[config.mk]
export PLATFORM = sky130hd
export DESIGN_NAME = alu_issue_stage
export DESIGN_NICKNAME = d
export VERILOG_FILES = /design/src/rtl/alu_issue_stage.sv
export SDC_FILE = /design/constraint.sdc
export NUM_CORES = 1
export LEC_CHECK = 0
export CAP_MARGIN = 5
export CELL_PAD_IN_SITES_DETAIL_PLACEMENT = 0
export CELL_PAD_IN_SITES_GLOBAL_PLACEMENT = 2
export CORE_ASPECT_RATIO = 2
export CORE_MARGIN = 5
export CORE_UTILIZATION = 29
export CTS_CLUSTER_SIZE = 24
export DETAILED_ROUTE_END_ITERATION = 7
export PLACE_DENSITY_LB_ADDON = 0.12
export SYNTH_ARGS = -nofsm -noshare
export SYNTH_HDL_FRONTEND = slang
export SYNTH_SLANG_ARGS = --single-unit
[constraint.sdc]
create_clock -name clk -period 6 [get_ports clk]
set_clock_uncertainty 0.2 [all_clocks]
set_input_delay 1.8 -clock clk [delete_from_list [all_inputs] [get_ports clk]]
set_output_delay 1.8 -clock clk [all_outputs]
set_load 0.01 [all_outputs]
[src/rtl/alu_issue_stage.sv]
// alu_issue_stage: decodes RV32I ALU-class instructions into a registered, ready/valid issue bundle
module alu_issue_stage #(
  parameter int width = 32
) (
  input  logic             clk,
  input  logic             rst_n,
  input  logic             flush,
  input  logic             in_valid,
  output logic             in_ready,
  input  logic [31:0]      instr,
  input  logic [width-1:0] rs1_data,
  input  logic [width-1:0] rs2_data,
  output logic             out_valid,
  input  logic             out_ready,
  output logic [width-1:0] in1,
  output logic [width-1:0] rs2_out,
  output logic [3:0]       ALUOp_control,
  output logic [2:0]       funct3,
  output logic [6:0]       opcode,
  output logic [4:0]       rd,
  output logic             illegal,
  output logic [width-1:0] issue_count
);
  localparam logic [3:0] OP_AND = 4'b0000, OP_OR = 4'b0001, OP_ADD = 4'b0010, OP_XOR = 4'b0011;
  localparam logic [3:0] OP_SUB = 4'b0110, OP_SLT = 4'b0111, OP_SLTU = 4'b1000;
  localparam logic [3:0] OP_SLL = 4'b1001, OP_SRL = 4'b1010, OP_SRA = 4'b1011;
  localparam logic [6:0] F7_ALT = 7'b0100000;

  logic             out_valid_q, out_valid_d, illegal_q, illegal_d;
  logic [width-1:0] in1_q, rs2_q, cnt_q, cnt_d;
  logic [3:0]       op_q;
  logic [2:0]       f3_q;
  logic [6:0]       opc_q;
  logic [4:0]       rd_q;
  logic             dec_legal, accept, handoff, load;
  logic [3:0]       dec_op;
  logic [width-1:0] dec_b, imm_i, imm_s;
  logic [4:0]       dec_rd;
  logic [6:0]       opc, f7;
  logic [2:0]       f3;

  // funct3 to ALU code; alt selects SUB for 000 and SRA for 101
  function automatic logic [3:0] alu_map(input logic [2:0] f, input logic alt);
    case (f)
      3'b000:  alu_map = alt ? OP_SUB : OP_ADD;
      3'b001:  alu_map = OP_SLL;
      3'b010:  alu_map = OP_SLT;
      3'b011:  alu_map = OP_SLTU;
      3'b100:  alu_map = OP_XOR;
      3'b101:  alu_map = alt ? OP_SRA : OP_SRL;
      3'b110:  alu_map = OP_OR;
      default: alu_map = OP_AND;
    endcase
  endfunction

  assign opc      = instr[6:0];
  assign f3       = instr[14:12];
  assign f7       = instr[31:25];
  assign imm_i    = {{(width-12){instr[31]}}, instr[31:20]};
  assign imm_s    = {{(width-12){instr[31]}}, instr[31:25], instr[11:7]};
  assign in_ready = !out_valid_q || out_ready;
  assign handoff  = out_valid_q && out_ready;
  assign accept   = in_valid && in_ready && !flush;
  assign load     = accept && dec_legal;

  // decode instruction class into legality, ALU code, operand 2 and destination
  always_comb begin
    dec_legal = 1'b0;
    dec_op    = OP_ADD;
    dec_b     = rs2_data;
    dec_rd    = instr[11:7];
    case (opc)
      7'b0110011: begin
        dec_legal = f7 == 7'b0 || (f7 == F7_ALT && (f3 == 3'b000 || f3 == 3'b101));
        dec_op    = alu_map(f3, f7[5]);
      end
      7'b0010011: begin
        dec_legal = f3 == 3'b001 ? f7 == 7'b0 : f3 == 3'b101 ? (f7 == 7'b0 || f7 == F7_ALT) : 1'b1;
        dec_op    = alu_map(f3, f3 == 3'b101 && f7[5]);
        dec_b     = imm_i;
      end
      7'b0000011: begin
        dec_legal = 1'b1;
        dec_b     = imm_i;
      end
      7'b0100011: begin
        dec_legal = 1'b1;
        dec_b     = imm_s;
        dec_rd    = 5'd0;
      end
      7'b1100011: begin
        dec_legal = f3 != 3'b010 && f3 != 3'b011;
        dec_op    = OP_SUB;
        dec_rd    = 5'd0;
      end
      default: dec_legal = 1'b0;
    endcase
  end

  // flush wins over reload and handoff; a handoff still counts even under flush
  always_comb begin
    out_valid_d = flush ? 1'b0 : load ? 1'b1 : handoff ? 1'b0 : out_valid_q;
    illegal_d   = accept && !dec_legal;
    cnt_d       = handoff ? cnt_q + width'(1) : cnt_q;
  end

  // output register: bundle loads only on a legal accept, otherwise holds
  always_ff @(posedge clk or negedge rst_n) begin
    if (!rst_n) begin
      out_valid_q <= 1'b0;
      illegal_q   <= 1'b0;
      cnt_q       <= '0;
      in1_q       <= '0;
      rs2_q       <= '0;
      op_q        <= '0;
      f3_q        <= '0;
      opc_q       <= '0;
      rd_q        <= '0;
    end else begin
      out_valid_q <= out_valid_d;
      illegal_q   <= illegal_d;
      cnt_q       <= cnt_d;
      if (load) begin
        in1_q <= rs1_data;
        rs2_q <= dec_b;
        op_q  <= dec_op;
        f3_q  <= f3;
        opc_q <= opc;
        rd_q  <= dec_rd;
      end
    end
  end

  assign out_valid     = out_valid_q;
  assign illegal       = illegal_q;
  assign issue_count   = cnt_q;
  assign in1           = in1_q;
  assign rs2_out       = rs2_q;
  assign ALUOp_control = op_q;
  assign funct3        = f3_q;
  assign opcode        = opc_q;
  assign rd            = rd_q;
endmodule

==> Yosys cells after proc, flatten, opt, wreduce, memory -nomap -nowiden <==
Index checks and enable logic that the tools add are counted.
{ "word_totals": {"register_bits": 117, "out_inout_bits": 118} }
{ "op_classes": {"add_sub_neg": 1, "n_eq_ne": 14, "n_mux": 15, "n_reduce_logical": 21} }
{ "ops": {"columns": ["operator", "count"], "rows": [
  ["one-hot mux 32 bit (2 select lines)", 1],
  ["one-hot mux 4 bit (7 select lines)", 2],
  ["adder 32 x 1 -> 32 bit (second input constant)", 1],
  ["== test 7 x 6 -> 1 bit (second input constant)", 3],
  ["one-hot mux 4 bit (3 select lines)", 1],
  ["== test 3 bit (second input constant)", 3],
  ["logical AND 1 bit", 8],
  ["== test 7 x 2 -> 1 bit (second input constant)", 1],
  ["== test 7 x 5 -> 1 bit (second input constant)", 1],
  ["== test 7 bit (second input constant)", 1],
  ["logical NOT 7 bit", 1],
  ["two-way mux 1 bit", 7],
  ["== test 3 x 2 -> 1 bit (second input constant)", 2],
  ["two-way mux 3 bit", 2],
  ["!= test 3 x 2 -> 1 bit (second input constant)", 2],
  ["OR reduction 2 bit", 3],
  ["two-way mux 5 bit", 1],
  ["logical OR 1 bit", 4],
  ["one-hot mux 1 bit (4 select lines)", 1],
  ["== test 3 x 1 -> 1 bit (second input constant)", 1],
  ["logical NOT 1 bit", 3],
  ["logical NOT 3 bit", 1],
  ["nonzero test 3 bit", 1]
]} }

==> Longest topological paths before layout <==
Gate-level depths: netlist of run 1.
{ "logic_depth": {"ltp_word": 8, "depth_mapped": 8} }

==> Worst setup path before layout of run 1 <==
No wires, ideal clock.
{ "synth_timing": {"path_type": "input to output", "from": "in out_ready", "to": "out in_ready", "arrival_ps": 1983, "t_required_ps": 4000, "setup_slack_ps": 2017, "path_stages": 1, "n_path_buf": 0, "path_cell_list": "nand2b_1"} }
{ "synth_via": {"elab_chain_len": 1} }
{ "synth_lines": {"columns": ["item", "line_no", "source"], "rows": [
  ["start: declaration", "14", "input logic out_ready,"],
  ["logical OR 1 bit", "61", "assign in_ready = !out_valid_q || out_ready;"],
  ["end: declaration", "9", "output logic in_ready,"]
]} }
No other way between the ends.

==> Worst setup path after layout of run 1 <==
Same ends and word-level chain as after synthesis.

==> impl_metrics.ini, run 1 <==
[global_route]
grt_pass1_wl_um = 25000
busiest_layer = met2
first_global_vias = 4540
grt_max_degree = 53
grtUsageMet2 = 0.281
grt_util_all_layers = 0.152
antenna_found_initial = 1
met3_usage = 0.0495
grt-ovfl-total = 0
grt_util_met1 = 0.155

[clock_tree]
cts_tree = built
cts.sinks = 117
cts_root_buffer = clkbuf_16
postCtsSetupBuffers = 0
cts_made_buffers = 17
htreeDepth = 4
clk_latency_ns = 0.41
cts-resized-gates = 0
path_clk_slew_ns = 0.05
ctsLongestPathBuffers = 2
cts_hold_buf = 0

[power_and_ir_drop]
ir_drop_v = 0.000164
power.total_uw = 2440
p_per_area_mw_per_mm2 = 293
power_leakage_uw = 0.00366

[finish]
fill_cells = 1754
layout-drive-gt1-share = 0.141
final_area_mm2 = 0.00830
fin_nets = 750
synthToLayoutAreaGrowth_pct = 55.3

[sta]
hold_viol = 0
slew_viol_final = 0
finalSetupTns_ns = 0
slew_headroom = 0.331
finalCritPeriodShare = 0.836
setup_viol = 0
tightest_slew_ns = 0.996
min_period_ns = 5.02
timing.fmax_ghz = 0.199
rsz0062_at_grt = no

[worst_setup_path]
reg2regPathDepth = 6
timing.rr.end = opcode[6]
r2r-start = out_valid
crit_path_max_fanout = 3
regToRegSetupSlack_ns = 3.30
worstPathBufferInverterCount = 2
cp_slowest_stage_delay_ns = 0.56
critical_path_class = in2out
endpoint_kind = output port
required_ns = 4.00
critPathLaunchType = input pin
arrival_ns = 3.02
cp_common_cell = clkdlybuf4s50_1
path_delay_family = buffers and inverters
cp_slowest_cell = clkdlybuf4s50_1
path_cells = clkdlybuf4s50_1 -> nand2b_1 -> clkdlybuf4s50_1

[floorplan]
die_x_um = 106
initial_core_util = 0.293
io_pins = 219
die_height_um = 202
die_area_mm2 = 0.0214
coreArea_mm2 = 0.0182
num_rows = 70

[placement]
portBuffers = 213
placed_area_mm2 = 0.00765
gp_congestion = 0.744
place_hpwl_um = 11800

[detailed_routing]
drt-pass1-iter-count = 4
ant_nets = 0
routed_wl_um = 15800
routedWlPerCell_um = 18.1
vias = 4091
drc = 0
via_per_inst = 4.66
drt-initial-drc-count = 63

[min_path]
hold_path.startpoint = issue_count[31]
min_path_type = reg2reg
min_to = issue_count[31]
hold_depth = 1

[yosys]
yosysTopAreaCell = dfrtp_1
async_reset_ff_frac = 1.00
synth_edf_count = 0
synth-simple-area-share = 0.0946
synthTopCellsByArea = dfrtp_1, mux2_4, mux2i_1
synth_top_family_by_area = multiplexers
ys_ff_latch = 117
synth_top_area_frac = 0.548
synthAdderAreaFrac = 0.00234
synth.avg_cell_area_um2 = 12.5
synthMuxAreaShare = 0.194
synth_xor_area_frac = 0.0524
ys_seq_area_frac = 0.548
synth_flop_cell = dfrtp_1
yosysUniqueCellTypes = 42
synth_compound_area_frac = 0.0571
ys_warn_count = 0
syn-instance-count = 426
synth_nets = 528
syn-cell-area_mm2 = 0.00535

[run_status]
status = completed

[run]
cap_violations = 0
## cell usage in the layout (no fill, tap or decap), types with 17 or more instances in the layout
cell and count:
a21oi_1 28, nand2_1 26, dfrtp_1 117, mux2i_1 27, xnor2_1 24, clkbuf_16 17
mux2_2 20, mux2_4 30, clkdlybuf4s50_1 212, inv_1 32
## Yosys cell counts, types with 2 or more instances
cell type    n
a211oi_1     2
a21oi_1     28
and3_1       6
and4_1       5
buf_12       3
buf_6        3
buf_8        2
clkbuf_1     7
dfrtp_1    117
inv_1       32
mux2_1       8
mux2_2      20
mux2_4      30
mux2i_1     27
nand2_1     26
nand2b_1     9
nand3_1     13
nand3b_1     2
nand4_1      4
nor2_1      11
nor3_1       5
o21ai_0      3
o22ai_1      6
o31ai_1      5
or2_2        2
or3_1        4
xnor2_1     24
xor2_1       8
## metrics by stage
stage | util | std cells | setup WS, ns | hold WS (ns)
2_1_floorplan | - | 426 | 2.02 | 0.307
3_3_place_gp | 0.420 | 845 | 1.00 | 0.256
3_5_place_dp | 0.420 | 845 | 0.991 | 0.263
4_1_cts | 0.455 | 876 | 0.983 | 0.275
5_1_grt | 0.456 | 877 | 0.952 | 0.294
6_report | 0.456 | 877 | 0.984 | 0.272
## layer usage
metal | wire [um] | up-vias
met5 | 0 | -
met1 | 5710 | 2025
met4 | 341 | 0
met3 | 972 | 17
met2 | 8810 | 134
li1 | - | 1915
## worst max-delay path by stage
stage | from | endpoint | slack [ns] | depth (start not counted)
detailed placement | out_ready | in_ready | 0.99 | 3
global route | out_ready | in_ready | 0.95 | 3
floorplan | out_ready | in_ready | 2.02 | 1
finish | out_ready | in_ready | 0.98 | 3
CTS | out_ready | in_ready | 0.98 | 3
global placement | out_ready | in_ready | 1.00 | 3
## power by group
group,leakage [uW],internal [uW],switching (uW)
logic,0.00187,264,159
clock network,0.000318,745,353
registers,0.00148,871,43.6
## sequential cells by signal, indices dropped and copies added, names as in the netlist
register and flops:
in1 32, issue_count 32, rs2_out 32, opcode 7
rd 5, ALUOp_control 4, funct3 3, illegal 1
out_valid 1
## cell type report
cell class	instances	area [um^2]	area share
flip-flops and latches	117	2930	0.353
repair buffers	219	2190	0.264
multi-input cells	261	2150	0.259
clock buffers	22	494	0.0596
well taps	216	270	0.0326
clock inverters	9	148	0.0178
inverters	32	120	0.0145
diodes	1	2.50	0.000302
## cell families after synthesis
family                   after synthesis
buffers and inverters                 48
AO/OA/AOI/OAI                         50
multiplexers                          85
flip-flops                           117
XOR/XNOR                              32
adder cells (fa/ha/maj)                1
AND/OR/NAND/NOR                       93
Power figures use the tool's default switching activity.
==> inputs of run 2 (changes only) <==
--- a/config.mk
+++ b/config.mk
@@ -10,7 +10,7 @@
 export CELL_PAD_IN_SITES_GLOBAL_PLACEMENT = 2
 export CORE_ASPECT_RATIO = 2
 export CORE_MARGIN = 5
-export CORE_UTILIZATION = 29
+export CORE_UTILIZATION = 27
 export CTS_CLUSTER_SIZE = 24
 export DETAILED_ROUTE_END_ITERATION = 7
 export PLACE_DENSITY_LB_ADDON = 0.12
==> constraint.sdc (replaced) <==
create_clock -name clk -period 5.19 [get_ports clk]
set_clock_uncertainty 0.2 [all_clocks]
set_input_delay 1.557 -clock clk [delete_from_list [all_inputs] [get_ports clk]]
set_output_delay 1.557 -clock clk [all_outputs]
set_load 0.01 [all_outputs]
==> run 2 against run 1 <==
Against the previous run:
- core utilization is 2.7 points lower
- cell count is 5.6% higher
- die area is 6.9% higher
- flip-flop and latch count stayed put
- combinational power is 16% higher
- register-to-register slack worse by 0.78 ns
- clock power is 9% higher
- clock-buffer cell count is 1 higher
- via count is 1.4% higher
- hold slack worse by 0.0043 ns
==> impl_metrics.ini, run 2 (synthesis results as in run 1) <==
[run_status]
status = completed

[detailed_routing]
drt-pass1-iter-count = 4
routed_wl_um = 17000
drt-initial-drc-count = 72
met3_length_um = 1070
via_per_inst = 4.48
wl_met1_um = 5740
wl_met2_um = 9630
ant_nets = 0
drc = 0
top_layer = met4
vias = 4149
routedWlPerCell_um = 18.3

[power_and_ir_drop]
ir_drop_v = 0.000166
p_per_area_mw_per_mm2 = 329
power_leakage_uw = 0.00365

[sta]
finalSetupTns_ns = 0
finalCritPeriodShare = 0.876
slew_headroom = 0.420
rsz0062_at_grt = no
timing.fmax_ghz = 0.220
tightest_slew_ns = 0.871
slew_viol_final = 0
setup_viol = 0
min_period_ns = 4.55
hold_viol = 0

[clock_tree]
htreeDepth = 4
cts_tree = built
cts_hold_buf = 0
postCtsSetupBuffers = 0
cts_root_buffer = clkbuf_16
path_clk_slew_ns = 0.05
clk_latency_ns = 0.41
cts.sinks = 117
cts-resized-gates = 0
ctsLongestPathBuffers = 2
cts_made_buffers = 17

[global_route]
grt_max_degree = 64
first_global_vias = 4660
grt-ovfl-total = 0
grt_util_all_layers = 0.153
antenna_found_initial = 3
grt_pass1_wl_um = 26000

[worst_setup_path]
reg2regPathDepth = 6
timing.rr.end = funct3[2]
regToRegSetupSlack_ns = 2.52
critPathLaunchType = input pin
critical_path_class = in2out
arrival_ns = 2.79
crit_path_max_fanout = 3
r2r-start = out_valid
required_ns = 3.43
endpoint_kind = output port

[finish]
layout-drive-gt1-share = 0.140
fin_nets = 753
layout_commonest_cell = clkdlybuf4s50_1
fill_cells = 1929
final_area_mm2 = 0.00833
multi_input_area_mm2 = 0.00215
final_cell_mix = clkdlybuf4s50_1, dfrtp_1, inv_1
synthToLayoutAreaGrowth_pct = 55.9
register_area_mm2 = 0.00293

[placement]
portBuffers = 213
placed_area_mm2 = 0.00773
gp_congestion = 0.738
place_hpwl_um = 12900

[floorplan]
die_x_um = 109
die_height_um = 209
coreArea_mm2 = 0.0195
die_area_mm2 = 0.0229
initial_core_util = 0.275
io_pins = 219
num_rows = 72

[min_path]
hold_path.startpoint = issue_count[31]
hold_depth = 1
min_to = issue_count[31]
min_path_type = reg2reg

[run]
cap_violations = 0
==> run 2: cell count changes in the layout (fill, tap and decap cells not counted), sizes merged <==
cell | before | now
clkinv | 4 | 5
bufinv | 4 | 3
clkbuf | 22 | 23
diode | 1 | 3
buf | 7 | 10
==> run 2: where the power goes <==
group          internal (uW)  total [uW]  switching (uW)
sequential              1010        1060            52.1
clock                    778        1200             418
combinational            306         491             186
total                   2090        2750             656
==> run 2: worst max path at each step <==
stage                   start          to  cells past startpoint
finish              out_ready    in_ready                      3
global route        out_ready    in_ready                      3
CTS                 out_ready    in_ready                      3
detailed placement  instr[31]   funct3[2]                      7
global placement    instr[31]   funct3[2]                      7
floorplan            instr[2]  rs2_out[3]                      7
==> run 2: per-layer routing <==
metal	global-route usage	vias up
li1	-	1928
met1	0.146	2051
met2	0.281	145
met3	0.0506	25
met4	0.0796	0
met5	0	-
==> run 2: cell type report <==
type / instances / share of cell area
sequential: 117 / 0.351
timing repair buffer: 222 / 0.265
multi-input combinational: 261 / 0.258
clock buffer: 23 / 0.0562
tap: 259 / 0.0389
clock inverter: 9 / 0.0152
inverter: 32 / 0.0144
antenna: 3 / 0.000901
==> run 2: per-stage QoR <==
step | hold WS, ns | std cells | total power, uW | setup WS (ns) | util
6_report | 0.268 | 926 | 2750 | 0.645 | 0.428
2_1_floorplan | 0.307 | 426 | 1240 | 1.60 | -
4_1_cts | 0.273 | 923 | 2800 | 0.629 | 0.428
5_1_grt | 0.285 | 926 | 2880 | 0.568 | 0.428
3_3_place_gp | 0.253 | 891 | 1570 | 0.546 | 0.397
3_5_place_dp | 0.253 | 891 | 1580 | 0.489 | 0.397
==> run 2: worst max-delay path, stage by stage <==
cell	delay, ns
clkdlybuf4s50_1	0.51
nand2b_1	0.17
clkdlybuf4s50_1	0.56
